<file path="src/rtl/pipe_ctrl_pkg.sv">
// Shared definitions for the pipeline hazard controller: state encoding and
// default widths.
package pipe_ctrl_pkg;

    localparam int REGBITS_DEF = 4;
    localparam int CNTBITS_DEF = 16;

    typedef enum logic [1:0] {
        RUN     = 2'd0,
        LDSTALL = 2'd1,
        FLUSH   = 2'd2,
        MEMWAIT = 2'd3
    } hz_state_t;

endpackage

</file>
<file path="src/rtl/sat_counter.sv">
// Up-counter that sticks at all-ones instead of wrapping; async active-low clear.
module sat_counter #(
    parameter int WIDTH = 16
) (
    input  logic             clk,
    input  logic             clr_n,
    input  logic             inc,
    output logic [WIDTH-1:0] count
);

    always_ff @(posedge clk or negedge clr_n) begin
        if (!clr_n) begin
            count <= '0;
        end else if (inc && (count != '1)) begin
            count <= count + WIDTH'(1);
        end
    end

endmodule

</file>
<file path="src/rtl/pipe_hazard_ctrl.sv">
// Hazard controller for a 5-stage pipe: load-use stalls, branch flushes and
// memory freezes, with saturating stall/flush counters for performance debug.
//
// state   | meaning
// RUN     | normal issue; evaluates memBusy_M > redirect_E > loadUse
// LDSTALL | second bubble of a load-use stall; PC/FD held
// FLUSH   | second squash cycle after a redirect (instr-mem read latency)
// MEMWAIT | data memory busy; whole pipe frozen, one-cycle resume penalty
module pipe_hazard_ctrl
    import pipe_ctrl_pkg::*;
#(
    parameter int REGBITS = REGBITS_DEF,
    parameter int CNTBITS = CNTBITS_DEF
) (
    input  logic               clk,
    input  logic               reset,
    input  logic [REGBITS-1:0] src1Index_D,
    input  logic [REGBITS-1:0] src2Index_D,
    input  logic               src1Used_D,
    input  logic               src2Used_D,
    input  logic [REGBITS-1:0] destIndex_E,
    input  logic               regWrtEn_E,
    input  logic               memRead_E,
    input  logic               noop_E,
    input  logic               redirect_E,
    input  logic               memBusy_M,
    output logic               pcWrtEn,
    output logic               fdWrtEn,
    output logic               deWrtEn,
    output logic               fdNoop,
    output logic               deNoop,
    output logic [1:0]         state,
    output logic [CNTBITS-1:0] stallCnt,
    output logic [CNTBITS-1:0] flushCnt
);

    hz_state_t state_q, state_d;
    logic      load_use;
    logic      flush_inc;

    // Register 0 is deliberately not exempt: the bench/core may use it as a real register.
    assign load_use = memRead_E & regWrtEn_E & ~noop_E &
                      ((src1Used_D & (src1Index_D == destIndex_E)) |
                       (src2Used_D & (src2Index_D == destIndex_E)));

    always_ff @(posedge clk or negedge reset) begin
        if (!reset) begin
            state_q <= RUN;
        end else begin
            state_q <= state_d;
        end
    end

    always_comb begin
        state_d   = state_q;
        pcWrtEn   = 1'b0;
        fdWrtEn   = 1'b0;
        deWrtEn   = 1'b0;
        fdNoop    = 1'b0;
        deNoop    = 1'b0;
        flush_inc = 1'b0;

        if (!reset) begin
            fdNoop = 1'b1;
            deNoop = 1'b1;
        end else begin
            unique case (state_q)
                RUN: begin
                    if (memBusy_M) begin
                        state_d = MEMWAIT;
                    end else if (redirect_E && !noop_E) begin
                        {pcWrtEn, fdWrtEn, deWrtEn} = 3'b111;
                        {fdNoop, deNoop}            = 2'b11;
                        flush_inc                   = 1'b1;
                        state_d                     = FLUSH;
                    end else if (load_use) begin
                        deWrtEn = 1'b1;
                        deNoop  = 1'b1;
                        state_d = LDSTALL;
                    end else begin
                        {pcWrtEn, fdWrtEn, deWrtEn} = 3'b111;
                    end
                end
                LDSTALL: begin
                    if (!memBusy_M) begin
                        deWrtEn = 1'b1;
                        deNoop  = 1'b1;
                        state_d = RUN;
                    end
                end
                FLUSH: begin
                    if (!memBusy_M) begin
                        {pcWrtEn, fdWrtEn, deWrtEn} = 3'b111;
                        {fdNoop, deNoop}            = 2'b11;
                        state_d                     = RUN;
                    end
                end
                MEMWAIT: begin
                    if (!memBusy_M) begin
                        state_d = RUN;
                    end
                end
                default: state_d = RUN;
            endcase
        end
    end

    assign state = state_q;

    sat_counter #(.WIDTH(CNTBITS)) u_stall_cnt (
        .clk   (clk),
        .clr_n (reset),
        .inc   (~pcWrtEn),
        .count (stallCnt)
    );

    sat_counter #(.WIDTH(CNTBITS)) u_flush_cnt (
        .clk   (clk),
        .clr_n (reset),
        .inc   (flush_inc),
        .count (flushCnt)
    );

endmodule

</file>
<file path="config.mk">
export PLATFORM = sky130hd
export DESIGN_NAME = pipe_hazard_ctrl
export DESIGN_NICKNAME = d
export VERILOG_FILES = /design/src/rtl/pipe_ctrl_pkg.sv /design/src/rtl/sat_counter.sv /design/src/rtl/pipe_hazard_ctrl.sv
export SDC_FILE = /design/constraint.sdc
export NUM_CORES = 1
export LEC_CHECK = 0
export CAP_MARGIN = 20
export CELL_PAD_IN_SITES_DETAIL_PLACEMENT = 1
export CELL_PAD_IN_SITES_GLOBAL_PLACEMENT = 1
export CORE_MARGIN = 4
export CORE_UTILIZATION = 37
export DETAILED_ROUTE_END_ITERATION = 6
export PLACE_DENSITY_LB_ADDON = 0.1
export SYNTH_ARGS = -nofsm -noshare
export SYNTH_HDL_FRONTEND = slang
export SYNTH_SLANG_ARGS = --single-unit
export TNS_END_PERCENT = 30
</file>
<file path="constraint.sdc">
create_clock -name clk -period 5.7 [get_ports clk]
set_input_delay 0.855 -clock clk [delete_from_list [all_inputs] [get_ports clk]]
set_output_delay 0.855 -clock clk [all_outputs]
set_load 0.03 [all_outputs]
</file>
* Word level (Yosys, flattened, before mapping)
Cells that the tools add are included.
** Word-level totals
- Bits in registers :: 34
- Bits of input ports :: 21
- Logic and storage cells :: 55
** Operators by class
- Add/subtract/negate cells :: 2
- Eq/ne operators :: 9
- Multiplexer cells :: 24
- Bitwise logic cells :: 8
- Reductions and logical operators :: 9
** Operators with widths (count)
- adder 16 x 1 -> 16 bit (second input constant) :: 2
- != test 16 bit (second input constant) :: 2
- two-way mux 1 bit :: 16
- == test 4 bit :: 2
- two-way mux 2 bit :: 4
- one-hot mux 1 bit (2 select lines) :: 3
- OR reduction 3 bit :: 2
- AND 1 bit :: 5
- == test 2 bit (second input constant) :: 2
- != test 4 bit (second input constant) :: 1
- one-hot mux 2 bit (2 select lines) :: 1
- logical AND 1 bit :: 3
- AND reduction 3 bit :: 1
- == test 2 x 1 -> 1 bit (second input constant) :: 1
- zero test 2 bit :: 1
- != test 2 bit (second input constant) :: 1
- NOT 1 bit :: 2
- OR reduction 2 bit :: 1
- zero test 1 bit :: 1
- OR 1 bit :: 1

* Longest topological paths before layout
- Word-level depth :: 11
- Gate-level depth with buffers :: 8
- Mapped depth without buffers :: 7

* Hierarchy
A second synthesis with hierarchy kept.
** Unflattened totals
- Cells, all modules :: 196
- Area total of the unflattened synthesis :: 2034.5 um2
** By module, submodules not included
- sat_counter at u_flush_cnt :: times used 1, cells each 72, area each 859.6 um2, sequential area each 400.4 um2
- sat_counter at u_stall_cnt :: times used 1, cells each 74, area each 808.3 um2, sequential area each 400.4 um2
- pipe_hazard_ctrl :: times used 1, cells each 50, area each 366.6 um2, sequential area each 50.0 um2

* Worst setup path before layout
No wires, ideal clock.
- Path type :: input-to-output
- Start point :: input port noop_E
- End point :: output port deNoop
- Data arrival time :: 2.271 ns
- Path slack :: 2.574 ns
- Stages :: 6
- Path buffers :: 0
- Cell sequence :: and3b_1 nand4_1 o22ai_1 o21a_1 nor2_1 o31ai_1
** Between the ends
- Word-level cells in the longest chain between the ends :: 8
- Elaborated cells on any way between the ends :: 10
- Classes of those cells :: mux (5); bitwise (3); reduce/logical (2)
** Ends and longest elaborated chain
- from (decl) :: RTL line pipe_hazard_ctrl.sv:24 : input logic noop_E,
- NOT 1 bit :: RTL line pipe_hazard_ctrl.sv:42 : assign load_use = memRead_E & regWrtEn_E & ~noop_E &
- AND 1 bit (2 in a row) :: RTL line pipe_hazard_ctrl.sv:42
- two-way mux 1 bit :: RTL line pipe_hazard_ctrl.sv:76 : end else if (load_use) begin
- two-way mux 1 bit * :: RTL line pipe_hazard_ctrl.sv:71 : end else if (redirect_E && !noop_E) begin
- two-way mux 1 bit * :: RTL line pipe_hazard_ctrl.sv:69 : if (memBusy_M) begin
- one-hot mux 1 bit (2 select lines) * :: RTL line pipe_hazard_ctrl.sv:67 : unique case (state_q)
- two-way mux 1 bit * :: RTL line pipe_hazard_ctrl.sv:63 : if (!reset) begin
- to (decl) :: RTL line pipe_hazard_ctrl.sv:31 : output logic deNoop,
Mark *: on every way between the ends. The rest lies on a longest branch, timed or not.

* Worst setup path after layout
- Start point :: input port redirect_E
- End point :: output port fdWrtEn
** Between the ends
- Word-level cells in the longest chain between the ends :: 5
** Ends and longest elaborated chain
- from (decl) :: RTL line pipe_hazard_ctrl.sv:25 : input logic redirect_E,
- logical AND 1 bit :: RTL line pipe_hazard_ctrl.sv:71
- two-way mux 1 bit :: RTL line pipe_hazard_ctrl.sv:71
- two-way mux 1 bit :: RTL line pipe_hazard_ctrl.sv:69
- one-hot mux 1 bit (2 select lines) :: RTL line pipe_hazard_ctrl.sv:67
- two-way mux 1 bit :: RTL line pipe_hazard_ctrl.sv:63
- to (decl) :: RTL line pipe_hazard_ctrl.sv:28 : output logic fdWrtEn,
No other way between the ends.

==> flow_summary.html <==
<table>
<tr><th>Metric</th><th>Value</th></tr>
<tr><th colspan="2">Status</th></tr>
<tr><td>Result of the run</td><td>completed</td></tr>
<tr><th colspan="2">Clock network</th></tr>
<tr><td>Number of buffers inserted during clock tree synthesis</td><td>5</td></tr>
<tr><td>Maximum clock insertion buffer count</td><td>2</td></tr>
<tr><td>Setup Buffers After CTS</td><td>0</td></tr>
<tr><td>TritonCTS clock tree</td><td>yes</td></tr>
<tr><td>Worst skew pair latency</td><td>280 ps</td></tr>
<tr><td>Count of cells resized by post-cts repair</td><td>0</td></tr>
<tr><td>Hold-fix buffers at CTS</td><td>0</td></tr>
<tr><td>Root buffer cell</td><td>sky130_fd_sc_hd__clkbuf_8</td></tr>
<tr><td>Count of clock tree sinks</td><td>34</td></tr>
<tr><td>Clock-pin slew on the worst setup and hold paths</td><td>~70 ps</td></tr>
<tr><td>H-tree depth</td><td>2</td></tr>
<tr><th colspan="2">Detailed routing</th></tr>
<tr><td>Iteration count of the initial detailed-routing pass</td><td>4</td></tr>
<tr><td>Final ANT Viol Nets</td><td>0</td></tr>
<tr><td>Vias after detailed routing</td><td>1544</td></tr>
<tr><td>DRC Markers</td><td>0</td></tr>
<tr><td>First-iteration detailed-routing DRC count</td><td>45</td></tr>
<tr><td>Total Routed Length</td><td>between 4000 and 5000 um</td></tr>
<tr><td>Post-detailed-route wirelength per cell</td><td>15.3 um</td></tr>
<tr><td>Number of vias per cell after detailed routing</td><td>approximately 5</td></tr>
<tr><th colspan="2">Synth</th></tr>
<tr><td>Biggest area consumer among synthesized cells</td><td>sky130_fd_sc_hd__dfrtp_1</td></tr>
<tr><td>Synthesized-area fraction occupied by adder cells</td><td>3.43%</td></tr>
<tr><td>Post-synthesis sequential area ratio</td><td>between 40% and 50%</td></tr>
<tr><td>Share of the synthesized area in compound gates (AO/OA/AOI/OAI)</td><td>under 10%</td></tr>
<tr><td>Number of synthesized flops with an enable pin</td><td>0</td></tr>
<tr><td>List of most frequent post-synthesis cells</td><td>34 x sky130_fd_sc_hd__dfrtp_1, 19 x sky130_fd_sc_hd__xnor2_1, 18 x sky130_fd_sc_hd__nand2_1, 18 x sky130_fd_sc_hd__xor2_1, 11 x sky130_fd_sc_hd__nor2_1</td></tr>
<tr><td>Dominant cells by area after synthesis</td><td>sky130_fd_sc_hd__dfrtp_1 47%, sky130_fd_sc_hd__xnor2_1 9.1%, sky130_fd_sc_hd__xor2_1 8.7%</td></tr>
<tr><td>Mux cell area share after synthesis</td><td>around 1.9%</td></tr>
<tr><td>Share of Yosys cell area claimed by the top area cell type</td><td>a little under half</td></tr>
<tr><td>Most common cell in the netlist</td><td>sky130_fd_sc_hd__dfrtp_1</td></tr>
<tr><td>Predominant post-synthesis flop cell</td><td>sky130_fd_sc_hd__dfrtp_1</td></tr>
<tr><td>Synth warn</td><td>0</td></tr>
<tr><td>Xor and xnor fraction of the mapped netlist area</td><td>17.8%</td></tr>
<tr><td>Nets in the synthesized netlist</td><td>slightly above 200</td></tr>
<tr><td>Number of instances in the synthesized netlist</td><td>~180</td></tr>
<tr><td>Average size of a mapped cell</td><td>between 10 and 15 sq um</td></tr>
<tr><td>Fraction of the mapped netlist area in simple logic gates</td><td>20.5%</td></tr>
<tr><td>Post-synthesis async set-or-reset flop share</td><td>100%</td></tr>
<tr><td>Post-synth design cell area</td><td>between 1500 and 2000 sq um</td></tr>
<tr><td>Synthesized flop and latch total</td><td>34</td></tr>
<tr><td>Netlist cell types</td><td>36</td></tr>
<tr><td>Combinational family with the most area after synthesis</td><td>simple AND/OR/NAND/NOR gates</td></tr>
<tr><th colspan="2">Place</th></tr>
<tr><td>HPWL Detailed</td><td>between 3000 and 4000 um</td></tr>
<tr><td>IO Port Bufs</td><td>between 50 and 60</td></tr>
<tr><td>Placed cell areas</td><td>2480 sq um</td></tr>
<tr><td>Worst setup slack before clock tree synthesis</td><td>1890 ps</td></tr>
<tr><td>Final RePlAce weighted congestion</td><td>approximately 0.76</td></tr>
<tr><th colspan="2">GRT</th></tr>
<tr><td>Fraction of met3 tracks used by global routing</td><td>under 10%</td></tr>
<tr><td>Largest net degree at the start of global routing</td><td>between 40 and 50</td></tr>
<tr><td>Initial antenna violation count</td><td>0</td></tr>
<tr><td>Global-route wire length before repair</td><td>8150 um</td></tr>
<tr><td>Met2 capacity usage during global routing</td><td>~29%</td></tr>
<tr><td>Overall Global Routing Usage</td><td>16.6%</td></tr>
<tr><td>Via count of the first global-routing pass</td><td>around 1700</td></tr>
<tr><td>Total overflow reported by the global router</td><td>0</td></tr>
<tr><td>Layer with the highest usage</td><td>met2</td></tr>
<tr><td>Met1 usage</td><td>19.4%</td></tr>
<tr><th colspan="2">Worst hold path</th></tr>
<tr><td>Kind of path behind the tightest hold check</td><td>register to register</td></tr>
<tr><td>Startpoint of the worst hold path</td><td>u_flush_cnt.count[7]</td></tr>
<tr><th colspan="2">Finish</th></tr>
<tr><td>Filler cells</td><td>~550</td></tr>
<tr><td>Fraction of final layout cells sized beyond drive strength 1</td><td>a little over 6%</td></tr>
<tr><td>Final Instance Area</td><td>2590 sq um</td></tr>
<tr><td># diodes</td><td>0</td></tr>
<tr><td>P&amp;R area growth vs syn</td><td>42.0%</td></tr>
<tr><td>Layout Nets</td><td>between 200 and 300</td></tr>
<tr><td>Utilization after layout</td><td>around 54%</td></tr>
<tr><th colspan="2">Timing</th></tr>
<tr><td>Clock period minus final worst setup slack</td><td>about 3800 ps</td></tr>
<tr><td>Max_slew headroom</td><td>between 50% and 60%</td></tr>
<tr><td>RSZ-0062 raised after global routing</td><td>no</td></tr>
<tr><td>Max-slew violation count</td><td>0</td></tr>
<tr><td>Final setup slack of the worst path</td><td>between 1500 and 2000 ps</td></tr>
<tr><td>Total count of hold-check failures in the final report</td><td>0</td></tr>
<tr><td>Upper clock frequency limit</td><td>264 MHz</td></tr>
<tr><td>Clock skew</td><td>~8 ps</td></tr>
<tr><td>Slew of the pin with the lowest slew margin</td><td>~630 ps</td></tr>
<tr><td>Setup-failing EPs final</td><td>0</td></tr>
<tr><td>Total Neg Setup Slack</td><td>0 ps</td></tr>
<tr><td>Final worst path period share</td><td>about 66%</td></tr>
<tr><th colspan="2">Power and ir drop</th></tr>
<tr><td>Worst VDD drop</td><td>about 0.00023 V</td></tr>
<tr><td>Leak pwr</td><td>~1.1 nW</td></tr>
<tr><td>Power per cell area</td><td>about 360 nW/um^2</td></tr>
<tr><td>Power after layout</td><td>0.933 mW</td></tr>
<tr><th colspan="2">Critical path</th></tr>
<tr><td>CP Class</td><td>input port to primary output</td></tr>
<tr><td>Critical Path Start Type</td><td>input port</td></tr>
<tr><td>Data required time of the critical path</td><td>approximately 4900 ps</td></tr>
<tr><td>Reg-to-reg slack, setup</td><td>~3500 ps</td></tr>
<tr><td>Critical path launch point</td><td>redirect_E</td></tr>
<tr><td>Critical-path maximum fanout</td><td>5</td></tr>
<tr><td>R2R Path End</td><td>u_stall_cnt.count[15]</td></tr>
<tr><td>CP Data Arrival Time</td><td>about 2900 ps</td></tr>
<tr><td>Critical Path Sink Type</td><td>primary output</td></tr>
<tr><td>Endpoint of the worst setup timing path</td><td>fdWrtEn</td></tr>
<tr><td>Worst reg2reg path depth</td><td>7</td></tr>
<tr><td>Reg-to-Reg Start</td><td>state[1]</td></tr>
<tr><th colspan="2">Floorplan</th></tr>
<tr><td>Top-level I/O count</td><td>60</td></tr>
<tr><td>DIE WIDTH</td><td>a little under 80 um</td></tr>
<tr><td>Die height</td><td>78.2 um</td></tr>
<tr><td>Cell row count</td><td>25</td></tr>
<tr><td>Area enclosed by the die boundary</td><td>between 6000 and 7000 sq um</td></tr>
<tr><td>Initial core utilization</td><td>a little under two fifths</td></tr>
<tr><td>Placeable core region</td><td>roughly 4800 sq um</td></tr>
<tr><th colspan="2">Run</th></tr>
<tr><td>Number of maximum-capacitance constraint violations</td><td>0</td></tr>
</table>
-- flip-flops by register name, summed over array words and instances (netlist names) --
signal             cells
state                  2
u_flush_cnt.count     16
u_stall_cnt.count     16
-- metrics by stage --
stage | hold slack (ps) | cells
floorplan | 559 | 176
global placement | 469 | 301
detailed placement | 486 | 301
CTS | 497 | 309
global route | 524 | 309
finish | 491 | 309
-- worst min path at each step --
| stage | endpoint | depth (start not counted) |
|---|---|---|
| 2_1_floorplan | state[0] | 0 |
| 3_3_place_gp | u_flush_cnt.count[9] | 1 |
| 3_5_place_dp | u_flush_cnt.count[9] | 1 |
| 4_1_cts | u_flush_cnt.count[9] | 1 |
| 5_1_grt | u_flush_cnt.count[7] | 1 |
| 6_report | u_flush_cnt.count[7] | 1 |
-- layout make-up --
type / count / area, sq um / share of cell area [%]
clock buffer: 7 / 76.3 / 2.95
clock inverter: 1 / 30.0 / 1.16
inverter: 10 / 37.5 / 1.45
multi-input combinational: 130 / 915 / 35.4
sequential: 34 / 851 / 32.9
tap: 67 / 83.8 / 3.24
timing repair buffer: 60 / 593 / 22.9
-- per-layer routing --
metal | up-vias | part of all wire (%)
met2 | 49 | 51
li1 | 733 | -
met1 | 752 | 41
met4 | 0 | 2.0
met5 | - | 0
met3 | 10 | 5.9
-- where the power goes --
group | internal [mW] | total [mW] | switching [mW] | leakage [nW]
clock network | 0.131 | 0.216 | 0.0847 | 0.0524
registers | 0.284 | 0.341 | 0.0562 | 0.430
logic | 0.161 | 0.377 | 0.216 | 0.656
-- worst max-delay path, stage by stage --
cell                              delay [ps]
sky130_fd_sc_hd__clkdlybuf4s50_1         460
sky130_fd_sc_hd__nor2b_1                 320
sky130_fd_sc_hd__a21oi_1                 190
sky130_fd_sc_hd__a21oi_1                 350
sky130_fd_sc_hd__clkdlybuf4s50_1         750
-- cell usage in the layout (no fill, tap or decap), types with 3 or more instances in the layout --
cell	Yosys	routed
sky130_fd_sc_hd__clkdlybuf4s50_1	0	58
sky130_fd_sc_hd__xnor2_1	19	19
sky130_fd_sc_hd__nand2_1	18	18
sky130_fd_sc_hd__and4_1	4	4
sky130_fd_sc_hd__nor2_1	11	11
sky130_fd_sc_hd__nand3_1	8	8
sky130_fd_sc_hd__clkbuf_8	0	5
sky130_fd_sc_hd__nor3_1	9	9
sky130_fd_sc_hd__dfrtp_1	34	34
sky130_fd_sc_hd__inv_1	10	10
sky130_fd_sc_hd__nor4_1	3	3
sky130_fd_sc_hd__nand4_1	5	5
sky130_fd_sc_hd__xor2_1	18	18
sky130_fd_sc_hd__ha_1	5	5
sky130_fd_sc_hd__a21oi_1	3	3
-- cells by family after synthesis --
family | after synthesis
xor+xnor | 37
compound gates | 15
fa+ha+maj | 5
buf+inv | 12
simple gates | 70
mux | 3
flops | 34
Power figures use the tool's default switching activity.
